===== src/rtl/btn_pkg.sv =====
// Shared definitions for the push-button conditioner: FSM state encoding and
// the elaboration-time counter width check.
package btn_pkg;

    typedef enum logic [1:0] {
        StIdle   = 2'd0,
        StDebOn  = 2'd1,
        StOn     = 2'd2,
        StDebOff = 2'd3
    } btn_state_e;

    // True when a CNT_W-bit counter can reach every tick limit.
    function automatic bit cnt_w_fits(input int unsigned cnt_w, input int unsigned stable_ms,
                                      input int unsigned hold_ms, input int unsigned repeat_ms);
        longint unsigned lim;
        longint unsigned cap;
        lim = stable_ms;
        if (hold_ms > lim)   lim = hold_ms;
        if (repeat_ms > lim) lim = repeat_ms;
        cap = (longint'(1) << cnt_w) - 1;
        return (cnt_w >= 1) && (cnt_w <= 32) && (lim <= cap);
    endfunction

endpackage


===== src/rtl/debounce_channel.sv =====
// One button channel: two-flop synchroniser, debounce/auto-repeat FSM and its
// tick counter. Advances only on the shared prescaler tick.
module debounce_channel
    import btn_pkg::*;
#(
    parameter int unsigned STABLE_MS = 20,
    parameter int unsigned HOLD_MS   = 200,
    parameter int unsigned REPEAT_MS = 100,
    parameter int unsigned CNT_W     = 8
) (
    input  logic clk,
    input  logic rst,
    input  logic btn_in,
    input  logic repeat_en,
    input  logic tick,
    output logic level,
    output logic press,
    output logic released
);

    localparam logic [CNT_W:0] STABLE_LIM = (CNT_W+1)'(STABLE_MS);
    localparam logic [CNT_W:0] HOLD_LIM   = (CNT_W+1)'(HOLD_MS);
    localparam logic [CNT_W:0] REPEAT_LIM = (CNT_W+1)'(REPEAT_MS);

    logic             sync1;
    logic             s_in;
    btn_state_e       state;
    logic [CNT_W-1:0] cnt;
    logic             rep_phase;
    logic [CNT_W:0]   cnt_inc;
    logic [CNT_W:0]   rep_lim;

    // One bit wider so the compare against a limit equal to 2^CNT_W-1 cannot wrap.
    assign cnt_inc = {1'b0, cnt} + (CNT_W+1)'(1);
    assign rep_lim = rep_phase ? REPEAT_LIM : HOLD_LIM;

    always_ff @(posedge clk or posedge rst) begin
        if (rst) begin
            sync1     <= 1'b0;
            s_in      <= 1'b0;
            state     <= StIdle;
            cnt       <= '0;
            rep_phase <= 1'b0;
            level     <= 1'b0;
            press     <= 1'b0;
            released  <= 1'b0;
        end else begin
            sync1    <= btn_in;
            s_in     <= sync1;
            press    <= 1'b0;
            released <= 1'b0;
            case (state)
                StIdle: begin
                    if (s_in) begin
                        state <= StDebOn;
                        cnt   <= '0;
                    end
                end
                StDebOn: begin
                    if (!s_in) begin
                        state <= StIdle;
                    end else if (tick) begin
                        if (cnt_inc == STABLE_LIM) begin
                            state     <= StOn;
                            cnt       <= '0;
                            rep_phase <= 1'b0;
                            level     <= 1'b1;
                            press     <= 1'b1;
                        end else begin
                            cnt <= cnt_inc[CNT_W-1:0];
                        end
                    end
                end
                StOn: begin
                    if (!s_in) begin
                        state     <= StDebOff;
                        cnt       <= '0;
                        rep_phase <= 1'b0;
                    end else if (repeat_en && tick) begin
                        if (cnt_inc == rep_lim) begin
                            press     <= 1'b1;
                            cnt       <= '0;
                            rep_phase <= 1'b1;
                        end else begin
                            cnt <= cnt_inc[CNT_W-1:0];
                        end
                    end
                end
                StDebOff: begin
                    if (s_in) begin
                        state     <= StOn;
                        cnt       <= '0;
                        rep_phase <= 1'b0;
                    end else if (tick) begin
                        if (cnt_inc == STABLE_LIM) begin
                            state    <= StIdle;
                            cnt      <= '0;
                            level    <= 1'b0;
                            released <= 1'b1;
                        end else begin
                            cnt <= cnt_inc[CNT_W-1:0];
                        end
                    end
                end
                default: state <= StIdle;
            endcase
        end
    end

endmodule


===== src/rtl/button_debounce_array.sv =====
// N-channel push-button conditioner: shared millisecond prescaler feeding one
// debounce_channel per button.
module button_debounce_array
    import btn_pkg::*;
#(
    parameter int unsigned N_CH        = 4,
    parameter int unsigned TICK_CYCLES = 50000,
    parameter int unsigned STABLE_MS   = 20,
    parameter int unsigned HOLD_MS     = 200,
    parameter int unsigned REPEAT_MS   = 100,
    parameter int unsigned CNT_W       = 8
) (
    input  logic            qzt_clk,
    input  logic            reset,
    input  logic [N_CH-1:0] btn_in,
    input  logic [N_CH-1:0] repeat_en,
    output logic [N_CH-1:0] level,
    output logic [N_CH-1:0] press,
    output logic [N_CH-1:0] released,
    output logic            tick
);

    localparam int unsigned PW = (TICK_CYCLES > 1) ? $clog2(TICK_CYCLES) : 1;
    localparam logic [PW-1:0] PRESC_MAX = PW'(TICK_CYCLES - 1);

    if (!cnt_w_fits(CNT_W, STABLE_MS, HOLD_MS, REPEAT_MS)) begin : g_bad_cnt_w
        $error("CNT_W too narrow for max(STABLE_MS, HOLD_MS, REPEAT_MS)");
    end

    logic [PW-1:0] presc;
    logic [PW-1:0] presc_next;

    assign presc_next = (presc == PRESC_MAX) ? '0 : presc + PW'(1);

    // tick is registered so it is high exactly while presc == TICK_CYCLES-1.
    always_ff @(posedge qzt_clk or posedge reset) begin
        if (reset) begin
            presc <= '0;
            tick  <= 1'b0;
        end else begin
            presc <= presc_next;
            tick  <= (presc_next == PRESC_MAX);
        end
    end

    for (genvar i = 0; i < N_CH; i++) begin : g_ch
        debounce_channel #(
            .STABLE_MS (STABLE_MS),
            .HOLD_MS   (HOLD_MS),
            .REPEAT_MS (REPEAT_MS),
            .CNT_W     (CNT_W)
        ) u_ch (
            .clk       (qzt_clk),
            .rst       (reset),
            .btn_in    (btn_in[i]),
            .repeat_en (repeat_en[i]),
            .tick      (tick),
            .level     (level[i]),
            .press     (press[i]),
            .released  (released[i])
        );
    end

endmodule

===== config.mk =====
export PLATFORM = sky130hd
export DESIGN_NAME = button_debounce_array
export DESIGN_NICKNAME = d
export VERILOG_FILES = /design/src/rtl/btn_pkg.sv /design/src/rtl/debounce_channel.sv /design/src/rtl/button_debounce_array.sv
export SDC_FILE = /design/constraint.sdc
export NUM_CORES = 1
export LEC_CHECK = 0
export BUFFER_PORTS_ARGS = -buffer_cell sky130_fd_sc_hd__buf_2
export CAP_MARGIN = 20
export CORE_ASPECT_RATIO = 1.1
export CORE_MARGIN = 5
export CORE_UTILIZATION = 36
export CTS_CLUSTER_DIAMETER = 120
export CTS_CLUSTER_SIZE = 28
export DETAILED_ROUTE_END_ITERATION = 8
export PLACE_DENSITY = 0.58
export SYNTH_ARGS = -nofsm -noshare
export SYNTH_HDL_FRONTEND = slang
export SYNTH_SLANG_ARGS = --single-unit

===== constraint.sdc =====
create_clock -name qzt_clk -period 4.4 [get_ports qzt_clk]
set_clock_uncertainty 0.2 [all_clocks]
set_input_delay 0.66 -clock qzt_clk [delete_from_list [all_inputs] [get_ports qzt_clk]]
set_output_delay 0.66 -clock qzt_clk [all_outputs]
set_load 0.005 [all_outputs]

==> flow_results.org, run 1 <==
** Outcome
- The run finished with clean final reports.

** Global route
- Maximum number of pins on one net before global-route repair :: 58
- Summed over all layers, the global routing overflow is 0.
- The first global-routing pass estimated 20.04 mm of wire.
- The via count of the first global-routing pass was 4237.
- Combined global-route utilization of all metal layers :: 13.39%
- The initial antenna violation count came to 0.

** Clock network
- The clock reaches the later pin of the worst-skew pair after 0.33 ns.
- Post-CTS clock slew at the launch and capture registers of the worst setup and hold paths :: 0.07 ns
- The H-tree generated during clock tree synthesis spans 3 levels.
- Number of clock sinks seen by CTS :: 81
- In this run the deepest clock path goes through 2 buffers.
- Post-CTS timing repair inserted 0 buffers for setup.
- TritonCTS built the clock tree.
- Buffers inserted to repair hold after CTS numbered 0.
- In this run, CTS created clock tree buffers numbering 9.
- Gates resized during post-CTS repair numbered 0.
- Clock tree synthesis selected as its root buffer the cell sky130_fd_sc_hd__clkbuf_16.

** STA
- Setup TNS :: 0 ns
- Derived from the worst setup path, the maximum achievable clock frequency is 336.6 MHz.
- The final critical path takes up 67.52% of the cycle.
- Setup violations remaining at the end of the flow were counted as 0.
- Unrepaired setup endpoints after global routing :: false
- The worst path in the final design needs a cycle of 2.971 ns, including I/O delays and setup.
- The max-slew violation total from the final report came to 0.
- Worst slew pin tran :: 0.9339 ns
- Final number of hold-violating endpoints :: 0
- The worst pin sits at a relative slew slack of 37.21%.

** Detailed routing
- Total via count in the routed design :: 4656
- ANT nets after route :: 0
- Drt initial violations :: 498
- Final routed wirelength across all metal layers :: 12.01 mm
- The first TritonRoute pass finished after 5 iterations.
- WL/cell :: 14.39 um
- After detailed routing, the number of remaining DRC violations is 0.
- Dividing the detail-routed via count by the number of cells gives 5.576.

** Worst setup path
- Largest driver fanout on the critical path :: 9
- The worst setup path is captured at a register.
- The critical path is of the reg -> reg type.
- Critical path data required time :: 4.46 ns
- Arrival time of data at the critical path endpoint :: 3.03 ns
- STA classifies the critical path startpoint as a register.

** Placed design
- The count of buffers added on input and output ports is 22.
- Placed Area :: 0.005615 mm2
- After detailed placement, the design holds a cell count of 818.
- Estimated wirelength of the detail-placed design :: 8.561 mm
- The congestion estimate from routability-driven global placement came to 0.8764.

** Layout
- Fill cells in the final layout number 1474.
- Fin area :: 0.005974 mm2
- The final layout contains 671 nets.
- Summing all flip-flop and latch instances after layout gives 0.002027 mm2.
- The count of cells in the finished layout, fillers not included, comes to 835.
- Share of post-route cells with drive strength above 1 :: 8.294%
- Area growth from synthesis to final layout :: 9.594%
- The repair_antennas step left the layout with diodes totalling 0.
- Area taken by multi-input logic gates :: 0.003115 mm2

** Synth
- After synthesis, the mean cell area works out to 8.558 um2.
- Count of synthesis-stage warnings from yosys :: 0
- Sequential share of the synthesized area :: 37.18%
- After synthesis the cells add up to 0.005451 mm2.
- Netlist cell types :: 71
- Number of flops mapped to enable cells by yosys :: 0
- Proportion of register bits with asynchronous set or reset after synthesis :: 100.0%
- In this run, synthesis produced a sequential element count of 81.
- In the synthesized netlist the dominant register cell turns out to be sky130_fd_sc_hd__dfrtp_1.
- Synthesis produced a netlist with a net count of 674.
- After technology mapping, the gate count stands at 637.

** Floorplan
- The initial utilization of the core area, before any placement, comes to 36.50%.
- 23 I/O pins were placed.
- Total die area :: 0.01771 mm2
- Row generation in the floorplan step produced 47 rows.
- Std-Cell Core Area :: 0.01494 mm2
- The floorplan step set the die height to 139.1 um.
- X dimension of the die :: 127.3 um

** Hold path
- Hold/Removal Path Class :: in -> async

** Power
- Portion of total power attributed to the clock network :: 30.8%
- Gate power share :: 36.1%
- Int Power :: 1681 uW
- Dividing total power by cell area gives a power density of 447.3 mW/mm2.
- Max rail drop VDD :: 0.0002148 V
- Summed over all cells, the static leakage comes to 0.002614 uW.
- Share of total power consumed by net switching :: 37.12%
- Flop pwr share :: 33.1%
- The analysis attributes to net switching a power of 992.0 uW.

** Flow run
- Max-Cap Viols :: 0
-- synth_stat cells, types with 5 or more instances --
cell | number | share of area [%]
sky130_fd_sc_hd__o31ai_1 | 7 | 0.96
sky130_fd_sc_hd__mux2i_1 | 7 | 1.3
sky130_fd_sc_hd__o211ai_1 | 8 | 1.1
sky130_fd_sc_hd__clkbuf_1 | 21 | 1.4
sky130_fd_sc_hd__nand2b_1 | 9 | 1.0
sky130_fd_sc_hd__buf_4 | 12 | 1.7
sky130_fd_sc_hd__a211oi_1 | 6 | 0.83
sky130_fd_sc_hd__xor2_1 | 10 | 1.6
sky130_fd_sc_hd__or3_1 | 7 | 0.80
sky130_fd_sc_hd__nor4_1 | 6 | 0.69
sky130_fd_sc_hd__dfrtp_1 | 81 | 37
sky130_fd_sc_hd__a21oi_1 | 25 | 2.3
sky130_fd_sc_hd__a21o_1 | 6 | 0.83
sky130_fd_sc_hd__and2_1 | 7 | 0.80
sky130_fd_sc_hd__ha_1 | 27 | 6.2
sky130_fd_sc_hd__nand4_1 | 5 | 0.57
sky130_fd_sc_hd__a31oi_1 | 14 | 1.6
sky130_fd_sc_hd__inv_1 | 29 | 2.0
sky130_fd_sc_hd__xnor2_1 | 11 | 1.8
sky130_fd_sc_hd__nor2b_1 | 7 | 0.80
sky130_fd_sc_hd__o21ai_0 | 49 | 4.5
sky130_fd_sc_hd__o211a_1 | 5 | 0.92
sky130_fd_sc_hd__nor2_1 | 59 | 4.1
sky130_fd_sc_hd__nand2_1 | 66 | 4.5
sky130_fd_sc_hd__nor3_1 | 24 | 2.2
sky130_fd_sc_hd__nand3_1 | 27 | 2.5
sky130_fd_sc_hd__and3_1 | 15 | 1.7
-- metrics by stage --
step           total power (uW)  hold WS [ns]  setup WS (ns)  utilization (%)
6_report                   2673       0.06361          1.429            40.00
5_1_grt                    2855       0.07581          1.251            40.00
4_1_cts                    2684        0.1514          1.448            39.81
3_5_place_dp               1844        0.1370          1.460            37.59
3_3_place_gp               1822        0.1357          1.462            37.59
2_1_floorplan              1628        0.1312          1.460                -
-- sequential cells by signal, indices dropped and copies added (netlist names), named ones only --
| register | cells |
|---|---|
| tick | 1 |
| g_ch.u_ch.press | 4 |
| g_ch.u_ch.sync1 | 4 |
| g_ch.u_ch.released | 4 |
| presc | 16 |
| g_ch.u_ch.state | 4 |
| g_ch.u_ch.s_in | 4 |
| g_ch.u_ch.rep_phase | 4 |
| g_ch.u_ch.level | 4 |
| g_ch.u_ch.cnt | 32 |
-- cell usage in the layout (no fill, tap or decap), types with 10 or more instances in the layout --
cell type / count
sky130_fd_sc_hd__a31oi_1: 14
sky130_fd_sc_hd__inv_1: 28
sky130_fd_sc_hd__nor3_1: 24
sky130_fd_sc_hd__and3_1: 15
sky130_fd_sc_hd__a21oi_1: 25
sky130_fd_sc_hd__nand2_1: 66
sky130_fd_sc_hd__buf_2: 22
sky130_fd_sc_hd__nand3_1: 27
sky130_fd_sc_hd__ha_1: 27
sky130_fd_sc_hd__xnor2_1: 11
sky130_fd_sc_hd__nor2_1: 59
sky130_fd_sc_hd__dfrtp_1: 81
sky130_fd_sc_hd__xor2_1: 10
sky130_fd_sc_hd__o21ai_0: 49
-- power groups by stage --
stage	registers (uW)	clock network, uW	logic, uW
after floorplan	869	0	758
after global placement	892	0	930
after detailed placement	894	0	950
after CTS	883	849	952
after global routing	897	880	1080
final	885	823	965
-- path summary, 6_finish.rpt --
kind | start | depth (start not counted) | end | slack [ns]
max | g_ch[3].u_ch.cnt[0] | 8 | g_ch[3].u_ch.rep_phase | 1.43
min | reset | 2 | g_ch[3].u_ch.rep_phase | 0.06
max reg2reg | g_ch[3].u_ch.cnt[0] | 8 | g_ch[3].u_ch.rep_phase | 1.43
min reg2reg | g_ch[0].u_ch.sync1 | 0 | g_ch[0].u_ch.s_in | 0.15
max in group asynchronous | reset | 3 | g_ch[1].u_ch.released | 3.31
min in group qzt_clk | g_ch[0].u_ch.sync1 | 0 | g_ch[0].u_ch.s_in | 0.15
-- per-layer routing --
layer	part of all wire, %	global-route usage [%]	up-vias
li1	-	-	2300
met1	48	17.71	2217
met2	47	21.43	114
met3	4.0	2.966	25
met4	1.9	4.856	0
met5	0	0	-
-- cells by family (layout without fill, tap and decap cells) --
group | Yosys count | in the layout | share of synthesized area (%)
simple gates | 259 | 259 | 23.76
compound gates | 173 | 173 | 22.13
flops | 81 | 81 | 37.18
buf+inv | 67 | 69 | 5.669
fa+ha+maj | 27 | 27 | 6.197
xor+xnor | 21 | 21 | 3.374
mux | 9 | 9 | 1.698
-- worst max-delay path: stages (launching register included) --
cell and delay [ns]:
sky130_fd_sc_hd__dfrtp_1 0.42, sky130_fd_sc_hd__ha_1 0.32, sky130_fd_sc_hd__or3_1 0.37, sky130_fd_sc_hd__a2111o_1 0.47
sky130_fd_sc_hd__a21oi_1 0.19, sky130_fd_sc_hd__nand3b_1 0.15, sky130_fd_sc_hd__a211oi_1 0.31, sky130_fd_sc_hd__mux2_2 0.36
sky130_fd_sc_hd__a21oi_1 0.11
-- area by class of cell --
class | instances | share of cell area (%)
Tap cell | 196 | 4.105
Multi-Input combinational cell | 489 | 52.15
Clock inverter | 4 | 1.257
Clock buffer | 12 | 4.293
Sequential cell | 81 | 33.93
Inverter | 29 | 1.843
Timing Repair Buffer | 24 | 2.429
No activity file was read; power rests on OpenSTA's default activity.
==> run 2: changes to the inputs <==
==> constraint.sdc (replaced) <==
create_clock -name qzt_clk -period 3 [get_ports qzt_clk]
set_clock_uncertainty 0.2 [all_clocks]
set_input_delay 0.45 -clock qzt_clk [delete_from_list [all_inputs] [get_ports qzt_clk]]
set_output_delay 0.45 -clock qzt_clk [all_outputs]
set_load 0.005 [all_outputs]
==> run 2 against run 1 <==
Effect of this change: total power increased by 51%; sequential share of layout area is 0.64 points lower; largest cell class unchanged; flip-flop and latch count did not move; non-clock buffer count rose by 14.
==> flow_results.org, run 2 (same netlist as run 1, synthesis figures left out) <==
** Layout
- Top flop regs :: g_ch.u_ch.cnt (32), presc (16)
- Area taken by multi-input logic gates :: 0.003115 mm2
- Leading cell types in the layout, fill and taps excluded :: sky130_fd_sc_hd__dfrtp_1, sky130_fd_sc_hd__nand2_1, sky130_fd_sc_hd__nor2_1
- Post-route core utilization :: 40.77%
- Number of flip-flops in the largest register :: 32
- The number of antenna diodes in the final layout is 0.
- Area growth from synthesis to final layout :: 11.71%
- The filler cells instantiated in the layout total 1496.
- Biggest register :: g_ch.u_ch.cnt
- The post-route netlist has 9.954% of its cells at a drive strength greater than 1.
- The net count of the finished layout is 685.
- Register cell area after layout :: 0.002027 mm2
- Leading cell type in the layout, fill and taps excluded :: sky130_fd_sc_hd__dfrtp_1

** Global route
- Global routing consumed, on the met2 layer, 24.18% of the routing resources.
- The initial antenna violation count came to 0.
- Entering global routing, the biggest net connects 70 pins.
- First-pass GRT wire length :: 21.16 mm
- Gr busiest metal :: met2
- Global routing used 14.24% of the available tracks across all layers.
- The via count of the first global-routing pass was 4546.
- Global routing used 17.87% of the available met1 tracks.
- Met3 track demand over resource in global routing :: 2.196%
- The total overflow left after global routing is 0.

** Outcome
- Run status :: finished clean

** Clock network
- Once the clock tree was built, the setup fixing pass inserted 0 buffers.
- The clock reaches the later pin of the worst-skew pair after 0.34 ns.
- TritonCTS Buffers :: 9
- In this run the deepest clock path goes through 2 buffers.
- The tree is rooted in a sky130_fd_sc_hd__clkbuf_16.
- Number of clock sinks seen by CTS :: 81
- Clock tree from TritonCTS :: yes
- PostCTS Resize Cnt :: 0
- Post-CTS clock slew at the launch and capture registers of the worst setup and hold paths :: 0.07 ns
- The H-tree generated during clock tree synthesis spans 3 levels.
- Quantity of hold-fixing buffers added after cts :: 2

** Placed design
- Estimated wirelength of the detail-placed design :: 9.047 mm
- Timing analysis after detailed placement gives a worst setup slack of 0.1817 ns.
- The congestion estimate from routability-driven global placement came to 0.8963.
- Number of buffer cells added on primary ports :: 22

** Floorplan
- Once the floorplan was initialized, standard cells occupied 36.50% of the core.
- Total die area :: 0.01771 mm2
- The floorplan step defined a core boundary enclosing 0.01494 mm2.
- Measured along the y axis, the die boundary spans 139.1 um.
- Number of primary I/O pins :: 23
- After floorplanning, the core was divided into 47 placement rows.
- Measured along the x axis, the die boundary spans 127.3 um.

** STA
- Setup total negative slack on the finished layout was measured at 0 ns.
- Normalized max-slew margin :: 57.91%
- Timing would allow up to 350.6 MHz.
- The worst path uses 95.07% of the clock period.
- Setup violations remaining at the end of the flow were counted as 0.
- For the finished layout, the period the worst path requires is 2.852 ns.
- Worst slew pin tran :: 0.6313 ns
- Unrepaired setup endpoints after global routing :: false
- The number of hold violations in the final report was 0.
- Count of pins over their slew limit :: 0
- PnR worst setup slack :: 0.1479 ns

** Detailed routing
- DRC Markers :: 0
- Total via count in the routed design :: 4770
- The pre-antenna-repair detailed-routing pass consisted of 5 iterations.
- Final routed wirelength across all metal layers :: 12.35 mm
- In this run, the number of DRC markers left after iteration 0 of detailed routing was 332.
- WL/cell :: 14.54 um
- Via-per-instance ratio :: 5.618
- The count of nets left with antenna violations once routing finished came out at 0.

** Worst setup path
- Register-to-Register Setup Slack :: 0.15 ns
- Startpoint type of the worst setup path :: register
- The worst setup path is captured at a register.
- Data arrives at the worst endpoint at 2.87 ns.
- Measured in cells, the most critical reg-to-reg path has a length of 7.
- In this run the worst path has a maximum fanout of 7.
- Data on the critical path is required at its endpoint by 3.01 ns.
- The worst register-to-register path begins at g_ch[3].u_ch.cnt[0].
- The worst setup path is of the reg -> reg kind.

** Power
- Max rail drop VDD :: 0.0002732 V
- Static power due to leakage :: 0.002689 uW
- Power Dens Cells :: 664.4 mW/mm2

** Hold path
- Cells on Worst Hold Path :: 1
- The tightest min-delay check is of the in -> reg type.
- The worst hold path terminates at g_ch[2].u_ch.sync1.
- Worst Hold Launch :: btn_in[2]

** Flow run
- The tool flagged a number of max-cap violations equal to 0.
[run 2: metrics by stage]
| step | power, uW | instances | cell area [um2] | hold WS, ns |
|---|---|---|---|---|
| after global routing | 4325 | 849 | 6090 | 0.01026 |
| after CTS | 4083 | 849 | 6090 | 0.003953 |
| after detailed placement | 2774 | 831 | 5725 | 0.1389 |
| after floorplan | 2387 | 637 | 5451 | 0.1312 |
| after global placement | 2736 | 831 | 5725 | 0.1351 |
| final | 4046 | 849 | 6090 | 0.01729 |
[run 2: area by class of cell]
type                       count  share of cell area, %
clock buffer                  10                  3.760
clock inverter                 6                  1.890
inverter                      29                  1.808
multi-input combinational    489                  51.16
sequential                    81                  33.29
tap                          196                  4.027
timing repair buffer          38                  4.068
[run 2: report_power, final]
part | total, uW | switching (uW) | internal, uW
logic | 1470 | 919 | 555
registers | 1290 | 114 | 1180
clock network | 1280 | 460 | 818
total | 4050 | 1490 | 2550
[run 2: layer usage]
metal,share of wire [%],vias to the layer above
li1,-,2321
met1,44,2310
met2,50,121
met3,3.4,18
met4,1.9,0
met5,0,-
[run 2: worst max-delay path by stage]
stage,start,endpoint,slack [ns],cells after the start
final,g_ch[3].u_ch.cnt[0],register,0.15,7
after CTS,g_ch[3].u_ch.cnt[0],register,0.18,7
after global routing,g_ch[3].u_ch.cnt[0],g_ch[3].u_ch.rep_phase,0.02,8
after detailed placement,g_ch[3].u_ch.cnt[0],register,0.18,7
after global placement,g_ch[3].u_ch.cnt[0],g_ch[3].u_ch.rep_phase,0.23,8
after floorplan,g_ch[3].u_ch.cnt[0],register,0.19,8
[run 2: worst max-delay path, stage by stage, from the launching register on]
cell and delay (ns):
sky130_fd_sc_hd__dfrtp_1 0.42, sky130_fd_sc_hd__ha_1 0.23, sky130_fd_sc_hd__or3_1 0.35, sky130_fd_sc_hd__a2111o_1 0.47, sky130_fd_sc_hd__a2111oi_4 0.37, sky130_fd_sc_hd__nor2_2 0.16
sky130_fd_sc_hd__a2111oi_4 0.39, sky130_fd_sc_hd__o22ai_1 0.13
==> run 3: changes to the inputs <==
--- a/config.mk
+++ b/config.mk
@@ -8,7 +8,7 @@
 export BUFFER_PORTS_ARGS = -buffer_cell sky130_fd_sc_hd__buf_2
 export CAP_MARGIN = 20
 export CORE_ASPECT_RATIO = 1.1
-export CORE_MARGIN = 5
+export CORE_MARGIN = 1
 export CORE_UTILIZATION = 36
 export CTS_CLUSTER_DIAMETER = 120
 export CTS_CLUSTER_SIZE = 28
==> run 3 against run 2 <==
Effect of this change: cell count down 0.59%; wire length fell by 1.9%; non-clock buffer count fell by 1; cell area shrank 0.49%; maximum frequency grew 0.83%; via count fell by 0.21%; first-iteration DRC count is 2.1% higher; register-to-register slack gained 0.02 ns; sequential share of layout area is 0.16 points higher; largest cell class unchanged; largest power group unchanged.
==> flow_results.org, run 3 (same netlist as run 1, synthesis figures left out) <==
** Global route
- Maximum number of pins on one net before global-route repair :: 52
- Combined global-route utilization of all metal layers :: 16.14%
- For this run the aggregate overflow at the end of global routing stands at 0.
- The via count of the first global-routing pass is 4367.
- Antenna violations before repair :: 0
- The first global-routing pass estimated 20.38 mm of wire.

** Floorplan
- The floorplan step set the die height to 131.1 um.
- Measured along the x axis, the die boundary spans 119.3 um.
- In this run the count of I/O pins placed on the die edge is 23.
- The die covers 0.01564 mm2.
- In this run the standard cell core region covers 0.01462 mm2.
- Initial core utilization :: 37.29%
- The floorplan has 46 rows.

** Power
- The analysis attributes to cell leakage a power of 0.002673 uW.
- The share of total power dissipated in combinational logic is 37.4%.
- Share of total power consumed by net switching :: 38.11%
- IR analysis of the VDD net gives a maximum drop of 0.0002361 V.
- Switching Power :: 1517 uW
- The clock network burns 30.1% of the power.
- Power spread over the standard cell area amounts to 656.9 mW/mm2.
- Cell internal power was estimated by the tool at 2464 uW.
- Registers are responsible for 32.6% of the overall power.

** Detailed routing
- In the final routed layout, each cell accounts on average for 14.35 um.
- Iteration count of the initial detailed-routing pass :: 5
- In the routed layout, each cell is associated on average with a via count of 5.640.
- Total via count in the routed design :: 4760
- Drt initial violations :: 339
- For this block, the routed nets add up to 12.11 mm of wire.
- ANT nets after route :: 0
- In the routed design, unresolved DRC markers number 0.

** Clock network
- Post-CTS clock slew at the launch and capture registers of the worst setup and hold paths :: 0.07 ns
- TritonCTS Buffers :: 9
- For this design, the sink count on the clock tree is 81.
- Clock network latency to the later pin of the worst-skew pair :: 0.35 ns
- The cell sitting at the root of the clock tree is a sky130_fd_sc_hd__clkbuf_16.
- CTS HTree Levels :: 3
- Number of buffers on the longest clock path :: 2
- After clock tree synthesis, the setup repair step added 0 buffers.
- Clock tree from TritonCTS :: yes

** Worst setup path
- The setup path with the least slack is of type reg -> reg.
- CP Capture Type :: register
- Worst path max stage delay :: 0.47 ns
- In this design, the critical path's most frequently occurring cell is sky130_fd_sc_hd__a21oi_1.
- Arrival time of data at the critical path endpoint :: 2.91 ns
- Cells traversed along the worst timing path :: ha_1 > or3_1 > a2111o_1 > a21oi_1 > nand3b_1 > a211oi_2 > mux2_2 > a21oi_1
- The worst setup path is launched from a register.
- Largest driver fanout on the critical path :: 6
- The slowest stage of the critical path belongs to the cell sky130_fd_sc_hd__a2111o_1.
- Critical path data required time :: 3.08 ns

** STA
- Unrepaired setup endpoints after global routing :: false
- Setup violations remaining at the end of the flow were counted as 0.
- The number of hold violations in the final report was 0.
- For this run, the top clock speed supported by timing is 353.5 MHz.
- The worst path uses 94.29% of the clock period.
- The smallest clock period supported by the final layout is computed as 2.829 ns.
- Setup TNS :: 0 ns
- Hold timing on the final database bottoms out at a slack of 0.02131 ns.
- Worst slew pin tran :: 0.6905 ns
- Normalized max-slew margin :: 53.48%
- The max-slew violation total from the final report was 0.

** Hold path
- Hold/Removal Path Class :: in -> reg

** Layout
- Filler cell count in the final layout :: 1472
- Area growth from synthesis to final layout :: 11.15%
- Count of inserted antenna diode cells :: 0
- Post-route core utilization :: 41.45%
- Biggest register :: g_ch.u_ch.cnt
- Number of flip-flops in the largest register :: 32
- The top cell types in the final layout, fill and taps aside, are sky130_fd_sc_hd__dfrtp_1, sky130_fd_sc_hd__nand2_1, sky130_fd_sc_hd__nor2_1.
- Leading cell type in the layout, fill and taps excluded :: sky130_fd_sc_hd__dfrtp_1
- Net count, final :: 684
- Share of post-route cells with drive strength above 1 :: 9.969%
- In the final layout, the registers with the most flip-flops are g_ch.u_ch.cnt (32), presc (16).

** Outcome
- The flow ran to the end, and the final reports show no timing, DRC or antenna violations.

** Placed design
- Number of buffer cells added on primary ports :: 22
- Global placement routability congestion :: 0.8383
- Estimated wirelength of the detail-placed design :: 8.651 mm

** Flow run
- Max-Cap Viols :: 0
run 3: cell type report:
cell class	instances	area [um2]	share of cell area, %
multi-input cells	489	3120	51.50
flip-flops and latches	81	2027	33.45
repair buffers	37	242.7	4.006
well taps	192	240.2	3.964
clock buffers	9	225.2	3.717
inverters	29	110.1	1.817
clock inverters	7	93.84	1.549
run 3: metal layers:
metal	share of wire (%)	GRT usage [%]	vias to the layer above
li1	-	-	2322
met5	0	0	-
met1	47	20.72	2307
met2	47	26.47	114
met3	4.0	2.768	17
met4	2.0	8.015	0
run 3: worst paths after layout:
check	startpoint	slack (ns)	cells past startpoint	to
max	g_ch[3].u_ch.cnt[0]	0.17	8	g_ch[3].u_ch.rep_phase
min	btn_in[2]	0.02	1	g_ch[2].u_ch.sync1
max reg2reg	g_ch[3].u_ch.cnt[0]	0.17	8	g_ch[3].u_ch.rep_phase
min reg2reg	g_ch[3].u_ch.sync1	0.14	0	g_ch[3].u_ch.s_in
max in group asynchronous	reset	1.46	4	g_ch[1].u_ch.cnt[0]
min in group asynchronous	reset	0.48	3	g_ch[0].u_ch.level
run 3: repair_timing:
action / in CTS / in global routing
hold endpoints to repair: 32 / 0
resized for setup: 0 / 1
endpoints found under the setup margin: 0 / 1
hold buffers: 3 / 0
run 3: power groups by stage:
stage / Combinational, uW / Sequential, uW / Clock, uW
2_1_floorplan: 1110 / 1280 / 0
3_3_place_gp: 1430 / 1310 / 0
3_5_place_dp: 1460 / 1310 / 0
4_1_cts: 1470 / 1290 / 1230
5_1_grt: 1680 / 1320 / 1280
6_report: 1490 / 1300 / 1200
run 3: through the flow:
step | cell area, um2 | setup WS [ns] | power [uW] | std cells
after floorplan | 5451 | 0.1900 | 2387 | 637
after global placement | 5705 | 0.2188 | 2732 | 825
after detailed placement | 5705 | 0.1818 | 2771 | 825
after CTS | 6055 | 0.1688 | 3999 | 844
after global routing | 6060 | 0.001321 | 4272 | 844
final | 6060 | 0.1714 | 3981 | 844
run 3: critical path: cells and delay by family (launching register included):
kind / cells / cell delay (ns)
DFF: 1 / 0.43
and+or+nand+nor: 2 / 0.51
adders and majority gates: 1 / 0.24
AOI/OAI and AO/OA: 4 / 1.03
muxes: 1 / 0.35
